===== src/rtl/dig_ct_pkg.sv =====
// Shared limits, counter width and parameter helpers for the dig_ct_pipe slice.
package dig_ct_pkg;

  localparam int unsigned DEPTH_MAX = 4;
  localparam int unsigned CNT_W     = 16;
  localparam int unsigned NIN_MAX   = 6;
  localparam int unsigned NCH_MAX   = 8;

  // True when every pipe parameter lies inside its legal range.
  function automatic bit params_ok(input int unsigned nin,
                                   input int unsigned nch,
                                   input int unsigned depth);
    return (nin >= 1) && (nin <= NIN_MAX) &&
           (nch >= 1) && (nch <= NCH_MAX) &&
           (depth >= 1) && (depth <= DEPTH_MAX);
  endfunction

  // Channel-select width; a single channel still gets a 1-bit select.
  function automatic int unsigned sel_w(input int unsigned nch);
    return (nch > 1) ? $clog2(nch) : 1;
  endfunction

endpackage


===== src/rtl/dig_ct_pipe_if.sv =====
// Operand, table-config and result bundle of dig_ct_pipe.
interface dig_ct_pipe_if
  import dig_ct_pkg::*;
#(
  parameter int unsigned NIN = 5,
  parameter int unsigned NCH = 3
);

  localparam int unsigned TBL_W = 2 ** NIN;
  localparam int unsigned SEL_W = sel_w(NCH);

  logic [NIN-1:0]   IN;
  logic             IN_VALID;
  logic             CFG_WE;
  logic [SEL_W-1:0] CFG_SEL;
  logic [TBL_W-1:0] CFG_DATA;
  logic             CNT_CLR;
  logic [NCH-1:0]   OUT;
  logic             OUT_VALID;
  logic [CNT_W-1:0] OUT_CNT;

  modport master (
    output IN, IN_VALID, CFG_WE, CFG_SEL, CFG_DATA, CNT_CLR,
    input  OUT, OUT_VALID, OUT_CNT
  );

  modport slave (
    input  IN, IN_VALID, CFG_WE, CFG_SEL, CFG_DATA, CNT_CLR,
    output OUT, OUT_VALID, OUT_CNT
  );

endinterface


===== src/rtl/dig_ct_stage.sv =====
// One pipe stage: valid always shifts, data loads only with an incoming valid.
module dig_ct_stage #(
  parameter int unsigned W = 3
) (
  input  logic         CLK,
  input  logic         RST,
  input  logic         src_valid,
  input  logic [W-1:0] src_data,
  output logic         valid,
  output logic [W-1:0] data
);

  always_ff @(posedge CLK or negedge RST) begin
    if (!RST) begin
      valid <= 1'b0;
      data  <= '0;
    end else begin
      valid <= src_valid;
      if (src_valid) begin
        data <= src_data;
      end
    end
  end

endmodule


===== src/rtl/dig_ct_pipe.sv =====
// Per-channel truth-table lookup followed by a DEPTH-stage result pipe and a saturating result counter.
module dig_ct_pipe
  import dig_ct_pkg::*;
#(
  parameter int unsigned NIN   = 5,
  parameter int unsigned NCH   = 3,
  parameter int unsigned DEPTH = 1
) (
  input  logic        CLK,
  input  logic        RST,
  dig_ct_pipe_if.slave bus
);

  localparam int unsigned TBL_W = 2 ** NIN;
  localparam int unsigned SEL_W = sel_w(NCH);

  if (!params_ok(NIN, NCH, DEPTH)) begin : g_param_err
    $error("dig_ct_pipe: NIN/NCH/DEPTH outside legal range");
  end

  logic [TBL_W-1:0] lut_q [NCH];
  logic [NCH-1:0]   lut_c;
  logic [DEPTH:0]   vld;
  logic [NCH-1:0]   dat [DEPTH+1];
  logic [CNT_W-1:0] cnt_q;

  // Table write; a select with no matching channel leaves every table untouched.
  always_ff @(posedge CLK or negedge RST) begin
    if (!RST) begin
      for (int c = 0; c < NCH; c++) begin
        lut_q[c] <= '0;
      end
    end else if (bus.CFG_WE) begin
      for (int c = 0; c < NCH; c++) begin
        if (bus.CFG_SEL == SEL_W'(c)) begin
          lut_q[c] <= bus.CFG_DATA;
        end
      end
    end
  end

  // Lookup reads the pre-write table, so a same-edge write affects only later samples.
  always_comb begin
    lut_c = '0;
    for (int c = 0; c < NCH; c++) begin
      lut_c[c] = lut_q[c][bus.IN];
    end
  end

  assign vld[0] = bus.IN_VALID;
  assign dat[0] = lut_c;

  for (genvar i = 0; i < DEPTH; i++) begin : g_stage
    dig_ct_stage #(
      .W (NCH)
    ) u_stage (
      .CLK       (CLK),
      .RST       (RST),
      .src_valid (vld[i]),
      .src_data  (dat[i]),
      .valid     (vld[i+1]),
      .data      (dat[i+1])
    );
  end

  // Counts cycles spent with OUT_VALID high; clear has priority over the increment.
  always_ff @(posedge CLK or negedge RST) begin
    if (!RST) begin
      cnt_q <= '0;
    end else if (bus.CNT_CLR) begin
      cnt_q <= '0;
    end else if (vld[DEPTH] && (cnt_q != {CNT_W{1'b1}})) begin
      cnt_q <= cnt_q + CNT_W'(1);
    end
  end

  assign bus.OUT       = dat[DEPTH];
  assign bus.OUT_VALID = vld[DEPTH];
  assign bus.OUT_CNT   = cnt_q;

endmodule


===== src/flat_wrapper.sv =====
// flat-port wrapper written by rule: the top's interface ports become plain ports
module dig_ct_pipe_flat import dig_ct_pkg::*;
#(
  parameter int unsigned NIN   = 5,
  parameter int unsigned NCH   = 3,
  parameter int unsigned DEPTH = 1
)
  (CLK, RST, bus_IN, bus_IN_VALID, bus_CFG_WE, bus_CFG_SEL, bus_CFG_DATA, bus_CNT_CLR, bus_OUT, bus_OUT_VALID, bus_OUT_CNT);
  dig_ct_pipe_if #(.NIN(NIN), .NCH(NCH)) bus_i ();
  input  logic CLK;
  input  logic RST;
  input wire logic [$bits(bus_i.IN)-1:0] bus_IN;
  input wire logic [$bits(bus_i.IN_VALID)-1:0] bus_IN_VALID;
  input wire logic [$bits(bus_i.CFG_WE)-1:0] bus_CFG_WE;
  input wire logic [$bits(bus_i.CFG_SEL)-1:0] bus_CFG_SEL;
  input wire logic [$bits(bus_i.CFG_DATA)-1:0] bus_CFG_DATA;
  input wire logic [$bits(bus_i.CNT_CLR)-1:0] bus_CNT_CLR;
  output wire logic [$bits(bus_i.OUT)-1:0] bus_OUT;
  output wire logic [$bits(bus_i.OUT_VALID)-1:0] bus_OUT_VALID;
  output wire logic [$bits(bus_i.OUT_CNT)-1:0] bus_OUT_CNT;
  assign bus_i.IN = bus_IN;
  assign bus_i.IN_VALID = bus_IN_VALID;
  assign bus_i.CFG_WE = bus_CFG_WE;
  assign bus_i.CFG_SEL = bus_CFG_SEL;
  assign bus_i.CFG_DATA = bus_CFG_DATA;
  assign bus_i.CNT_CLR = bus_CNT_CLR;
  assign bus_OUT = bus_i.OUT;
  assign bus_OUT_VALID = bus_i.OUT_VALID;
  assign bus_OUT_CNT = bus_i.OUT_CNT;
  dig_ct_pipe #(.NIN(NIN), .NCH(NCH), .DEPTH(DEPTH)) u_core (.CLK(CLK), .RST(RST), .bus(bus_i));
endmodule

===== config.mk =====
export PLATFORM = sky130hd
export DESIGN_NAME = dig_ct_pipe_flat
export DESIGN_NICKNAME = d
export VERILOG_FILES = /design/src/rtl/dig_ct_pkg.sv /design/src/rtl/dig_ct_pipe_if.sv /design/src/rtl/dig_ct_stage.sv /design/src/rtl/dig_ct_pipe.sv /design/src/flat_wrapper.sv
export SDC_FILE = /design/constraint.sdc
export NUM_CORES = 1
export LEC_CHECK = 0
export ABC_AREA = 1
export CELL_PAD_IN_SITES_DETAIL_PLACEMENT = 0
export CELL_PAD_IN_SITES_GLOBAL_PLACEMENT = 1
export CORE_AREA = 2 2 115 117
export DETAILED_ROUTE_END_ITERATION = 16
export DIE_AREA = 0 0 117 119
export PLACE_DENSITY_LB_ADDON = 0.1
export SYNTH_ARGS = -nofsm -noshare
export SYNTH_HDL_FRONTEND = slang
export SYNTH_HIERARCHICAL = 1
export SYNTH_SLANG_ARGS = --single-unit

===== constraint.sdc =====
create_clock -name CLK -period 3.3 [get_ports CLK]
set_clock_uncertainty 0.2 [all_clocks]
set_input_delay 0.33 -clock CLK [delete_from_list [all_inputs] [get_ports CLK]]
set_output_delay 0.33 -clock CLK [all_outputs]
set_load 0.02 [all_outputs]

==> summary.md, run 1 <==
| Metric | Value |
|---|---|
| Worst min path class | flip-flop to flip-flop |
| Total negative slack | 0 ps |
| Total grt overflow | 0 |
| Slew margin rel. | 0.475 |
| Worst R2R Setup Slack | 1240 ps |
| Switching power | 1040 uW |
| Final wirelength | 13800 um |
| Pwr Total | 4120 uW |
| Worst slew pin tran | 787 ps |
| Via count | 4863 |
| Row count | 42 |
| Clk Latency, worst-skew pair | 420 ps |
| CTS buffer count | 17 |
| Core area | 0.0129 mm2 |
| Startpoint Class | flip-flop |
| Num Clock Sinks | 116 |
| Layout area overhead | 24.4% |
| Final min period | 2060 ps |
| Comb pwr share | 0.125 |
| RSZ-0062 raised after global routing | false |
| Final hold violation count | 0 |
| Pwr/cell area | 588 mW/mm2 |
| First-pass GRT wire length | 23500 um |
| Internal | 3080 uW |
| Overall routing resource usage | 0.217 |
| Layout cell share with drive strength beyond 1 | 0.0710 |
| Wirelength per Cell | 14.1 um |
| Largest net degree at the start of global routing | 65 |
| Sw Share | 0.253 |
| CTS tree | built |
| Routed vias/inst | 4.97 |
| Max Fclk | 0.486 GHz |
| Final Cycle Share | 0.623 |
| Mapped cell area | 0.00563 mm2 |
| Synth cell types | 25 |
| Initial DRC count | 355 |
| Vias in the first global route | 4800 |
| Hold_buf cts | 1 |
| Synth Instances | 737 |
| Antenna-violating nets left | 0 |
| Status | finished, final reports clean |
| Routability congestion estimate | 0.783 |
| Max-cap violation count | 0 |
| Sequential cell area fraction in the yosys report | 0.515 |
| CP max FO | 23 |
| DRC violations left | 0 |
| Syn avg cell area | 7.64 um2 |
| CP Data Arrival Time | 2190 ps |
| Largest buffer count on any clock path | 2 |
| DR pass1 iterations | 5 |
| Initial Utilization | 0.437 |
| Critical R2R Launch | u_core/bus.OUT_CNT[0]$_DFFE_PN0P_ |
| Worst setup EP type | flip-flop |
| Setup Buffers After CTS | 0 |
| Die height | 119 um |
| Worst Setup SP | u_core/bus.OUT_CNT[0]$_DFFE_PN0P_ |
| Post-synth net total | 782 |
| CTS root buffer | clkbuf_16 |
| Capture point of the critical path | u_core/bus.OUT_CNT[14]$_DFFE_PN0P_ |
| Antenna diode count | 0 |
| Initial antenna violation count | 0 |
| Number of synthesized register bits | 116 |
| R2R Path End | u_core/bus.OUT_CNT[14]$_DFFE_PN0P_ |
| Worst hold start | u_core/lut_q[14]$_DFFE_PN0P_ |
| Clock power share | 0.453 |
| HPWL after DPL | 9110 um |
| Reg2reg path depth | 9 |
| Maximum VDD drop | 0.361 mV |
| Setup-violating endpoint count in the final report | 0 |
| Die ar. | 0.0139 mm2 |
| Chip width | 117 um |
| CP required | 3430 ps |
| Yosys warns | 6 |
| H-tree Lvls | 4 |
| Clk slew on worst S/H paths | 50 ps |
| Slew Viols, Final | 0 |
| IO Count | 64 |
| Final Net Count | 835 |
| Sequential Power Share | 0.421 |
| Critical path type | flip-flop to flip-flop |
| PostCTS Resize Cnt | 0 |
| Leakage | 0.00337 uW |
| PortBufs | 63 |
==> per-layer routing <==
metal | wire (um) | vias to the layer above | track usage
met5 | 0 | - | 0
li1 | - | 2466 | -
met4 | 187 | 0 | 0.0654
met1 | 6520 | 2280 | 0.299
met3 | 591 | 12 | 0.0575
met2 | 6530 | 105 | 0.337
==> kinds of logic after synthesis <==
logic type,count (synthesis),share of synthesized area
flip-flops,116,0.515
XOR/XNOR,3,0.00467
AO/OA/AOI/OAI,106,0.0984
AND/OR/NAND/NOR,422,0.315
buffers and inverters,89,0.0640
adder cells (fa/ha/maj),1,0.00222
==> state kept, by name (all words and copies together), names as in the netlist <==
name                          count
u_core/g_stage.u_stage/valid      1
u_core/bus.OUT_CNT               16
u_core/g_stage.u_stage/data       3
u_core/lut_q                     96
==> cells in the final DEF (no fill, tap or decap), types with 7 or more instances in the layout <==
| master | count |
|---|---|
| buf_4 | 8 |
| clkbuf_16 | 17 |
| clkdlybuf4s50_1 | 62 |
| dfrtp_1 | 116 |
| inv_1 | 50 |
| nand2_1 | 290 |
| nand3_1 | 92 |
| nand4_1 | 7 |
| nor2_1 | 16 |
| o21ai_0 | 97 |
==> power by group through the flow <==
stage          Combinational, uW  Clock [uW]  Sequential (uW)
6_report                     515        1870             1740
3_5_place_dp                 525           0             1750
5_1_grt                      601        1980             1760
4_1_cts                      527        1900             1740
2_1_floorplan                325           0             1730
3_3_place_gp                 510           0             1750
==> how the worst min path moves through the flow <==
stage | endpoint | slack (ps) | depth (start not counted)
detailed placement | u_core/lut_q[72]$_DFFE_PN0P_ | 250 | 1
floorplan | u_core/bus.OUT_CNT[0]$_DFFE_PN0P_ | -170 | 0
finish | u_core/lut_q[14]$_DFFE_PN0P_ | 280 | 2
global placement | u_core/lut_q[8]$_DFFE_PN0P_ | 230 | 1
global route | u_core/lut_q[83]$_DFFE_PN0P_ | 300 | 2
CTS | u_core/lut_q[53]$_DFFE_PN0P_ | 290 | 2
==> synth_stat cells, drive strengths merged <==
library cell,count,share of area
nor3,2,0.0018
dfrtp,116,0.52
xor2,3,0.0047
ha,1,0.0022
nand4,7,0.0078
buf,14,0.014
nor2,21,0.020
clkbuf,24,0.016
nand2,295,0.20
inv,51,0.034
nand3,93,0.083
or2,2,0.0022
o21ai,104,0.096
and2,1,0.0011
o21bai,2,0.0027
nand3b,1,0.0013
==> final cells by class <==
| class | instances | area (um2) |
|---|---|---|
| Fill cell | 1231 | 5870 |
| Inverter | 51 | 191 |
| Multi-Input combinational cell | 532 | 2380 |
| Clock buffer | 23 | 478 |
| Tap cell | 176 | 220 |
| Sequential cell | 116 | 2900 |
| Timing Repair Buffer | 72 | 711 |
| Clock inverter | 9 | 126 |
==> stage by stage <==
| stage | setup WS [ps] | hold slack (ps) | utilization | std cells | instance area, um2 |
|---|---|---|---|---|---|
| after floorplan | 1430 | -166 | - | 737 | 5630 |
| after global placement | 928 | 234 | 0.497 | 946 | 6390 |
| after detailed placement | 894 | 251 | 0.497 | 946 | 6390 |
| after CTS | 1230 | 287 | 0.544 | 979 | 7010 |
| after global routing | 1040 | 302 | 0.544 | 979 | 7010 |
| final | 1240 | 283 | 0.544 | 979 | 7010 |
==> critical path, cell delays in order (launching register included) <==
cell     delay (ps)
dfrtp_1         430
ha_1            280
nand2_2          90
nor2_2          130
nand2_2         120
nor2_4          140
nor2_4           90
nor2_8          300
nand2_1         110
o21ai_2          80
No activity file was read; power rests on OpenSTA's default activity.
==> inputs of run 2 (changes only) <==
- CORE_AREA: 2 2 115 117 -> 2 2 121 123
- DIE_AREA: 0 0 117 119 -> 0 0 123 125
- clock period: 3.3 -> 2.15 ns (I/O delays scaled with it)
==> summary.md, run 2 (synthesis results as in run 1) <==
| Metric | Value |
|---|---|
| Status | finished, final reports clean |
| CP required | 2290 ps (-1140 ps) |
| Worst slew pin tran | 563 ps (-224 ps) |
| Bufs and invs on worst path | 0 (unchanged) |
| Max Fclk | 0.508 GHz (+4.5%) |
| Chip width | 123 um (+5.1%) |
| CTS tree | built |
| Core area | 0.0142 mm2 (+10%) |
| Total grt overflow | 0 (unchanged) |
| Largest register FFs | 96 (unchanged) |
| Wirelength per Cell | 14.4 um (+1.6%) |
| Max-cap violation count | 0 (unchanged) |
| Leakage | 0.00344 uW (+2.2%) |
| Maximum VDD drop | 0.569 mV (+57%) |
| IO Count | 64 (unchanged) |
| RSZ-0062 raised after global routing | false |
| Worst setup EP type | flip-flop |
| Biggest register | u_core/lut_q |
| DRC violations left | 0 (unchanged) |
| Hold_buf cts | 1 (unchanged) |
| PostCTS Resize Cnt | 0 (unchanged) |
| Row count | 44 (+4.8%) |
| Layout cell share with drive strength beyond 1 | 0.0823 (+0.0113) |
| Num Clock Sinks | 116 (unchanged) |
| Clk Latency, worst-skew pair | 410 ps (about the same) |
| Routed vias/inst | 4.95 (-0.31%) |
| Cells along the critical path | ha_1 > nand2_2 > nor2_2 > nand2_2 > nor2_4 > nor2_4 > nor2_8 > nand2_1 > o21ai_1 |
| Initial DRC count | 382 (+7.6%) |
| Antenna-violating nets left | 0 (unchanged) |
| Antenna diode count | 0 (unchanged) |
| CP Data Arrival Time | 2110 ps (-80 ps) |
| DR pass1 iterations | 5 (unchanged) |
| Die ar. | 0.0154 mm2 (+10%) |
| Commonest non-fill, non-tap cell in the layout | nand2_1 |
| CTS root buffer | clkbuf_16 |
| Via count | 4942 (+1.6%) |
| CP max FO | 23 (unchanged) |
| Initial antenna violation count | 0 (unchanged) |
| Setup-violating endpoint count in the final report | 0 (unchanged) |
| Commonest non-fill, non-tap cells in the layout | nand2_1, dfrtp_1, o21ai_0, nand3_1, clkdlybuf4s50_1 |
| Pwr/cell area | 861 mW/mm2 (+47%) |
| PortBufs | 63 (unchanged) |
| Slew Viols, Final | 0 (unchanged) |
| HPWL after DPL | 9880 um (+8.5%) |
| Largest buffer count on any clock path | 2 (unchanged) |
| Die height | 125 um (+5.0%) |
| Final wirelength | 14300 um (+3.5%) |
| H-tree Lvls | 4 (unchanged) |
| Clk slew on worst S/H paths | 50 ps (about the same) |
| CP delay by family, top | simple AND/OR/NAND/NOR gates |
| Startpoint Class | flip-flop |
| Final Net Count | 847 (+1.4%) |
| Total negative slack | 0 ps (unchanged) |
| Overall routing resource usage | 0.205 (-0.0124) |
| Final min period | 1970 ps (-88.2 ps) |
| Multi-input gate area | 0.00238 mm2 (unchanged) |
| Worst min path class | primary input to asynchronous set/reset pin |
| Routability congestion estimate | 0.747 (-4.6%) |
| Setup Buffers After CTS | 0 (unchanged) |
| Vias in the first global route | 4991 (+4.0%) |
| Final hold violation count | 0 (unchanged) |
| Initial Utilization | 0.396 (-0.0409) |
| Fillers | 1399 (+14%) |
| CTS buffer count | 17 (unchanged) |
| Critical path type | flip-flop to flip-flop |
| Pwr Total | 6180 uW (+50%) |
| FF+latch area | 0.00290 mm2 (unchanged) |
| Slew margin rel. | 0.625 (+0.150) |
| Final Cycle Share | 0.915 (+0.292) |
| First-pass GRT wire length | 24500 um (+4.4%) |
| Slowest cell on the critical path | dfrtp_1 |
| Layout area overhead | 27.4% |
| Largest net degree at the start of global routing | 65 (unchanged) |
| CP peak stage delay | 400 ps (-30 ps) |
==> run 2: cell count changes in the layout (fill, tap and decap cells not counted) <==
cell / before / now
clkinvlp_4: 1 / 3
clkbuf_8: 3 / 1
clkbuf_1: 3 / 4
buf_4: 8 / 11
bufinv_16: 3 / 2
clkinv_2: 4 / 3
buf_12: 1 / 10
==> run 2: final timing paths <==
kind / start / to / slack, ps / depth (start not counted)
worst min register to register: u_core/lut_q[33]$_DFFE_PN0P_ / u_core/lut_q[33]$_DFFE_PN0P_ / 280 / 2
min in group CLK: bus_CFG_DATA[17] / u_core/lut_q[81]$_DFFE_PN0P_ / 200 / 3
worst max-delay path: u_core/bus.OUT_CNT[1]$_DFFE_PN0P_ / u_core/bus.OUT_CNT[11]$_DFFE_PN0P_ / 180 / 9
worst min-delay path: RST / u_core/lut_q[38]$_DFFE_PN0P_ / 140 / 2
max in group asynchronous: RST / u_core/lut_q[45]$_DFFE_PN0P_ / 1010 / 3
worst max register to register: u_core/bus.OUT_CNT[1]$_DFFE_PN0P_ / u_core/bus.OUT_CNT[11]$_DFFE_PN0P_ / 180 / 9
==> run 2: final cells by class <==
type	count	share of cell area
Multi-Input combinational cell	532	0.331
Clock inverter	9	0.0148
Sequential cell	116	0.404
Timing Repair Buffer	84	0.127
Tap cell	184	0.0321
Inverter	51	0.0267
Clock buffer	22	0.0633
==> run 2: where the power goes <==
| group | switching (uW) | internal, uW |
|---|---|---|
| clock network | 951 | 1720 |
| logic | 460 | 364 |
| registers | 197 | 2490 |
| total | 1610 | 4570 |
==> run 2: metal layers <==
layer / share of wire / global-route usage / wire (um)
met1: 0.46 / 0.266 / 6650
met2: 0.48 / 0.331 / 6920
met3: 0.037 / 0.0520 / 527
met4: 0.015 / 0.0742 / 222
met5: 0 / 0 / 0
==> run 2: stage by stage <==
stage / util / setup slack (ps) / hold WS [ps] / std cells / cell area, um2
after global routing: 0.505 / 37.7 / 195 / 998 / 7180
after global placement: 0.465 / 107 / 52.0 / 966 / 6610
after floorplan: - / 279 / -281 / 737 / 5630
after detailed placement: 0.465 / 110 / 50.3 / 966 / 6610
final: 0.505 / 182 / 145 / 998 / 7180
after CTS: 0.505 / 149 / 151 / 998 / 7180
==> inputs of run 3 (changes only) <==
- CAP_MARGIN: not set -> 20
==> results of run 3 <==
Same layout as run 2: the final DEF is identical, and so are final timing and power.
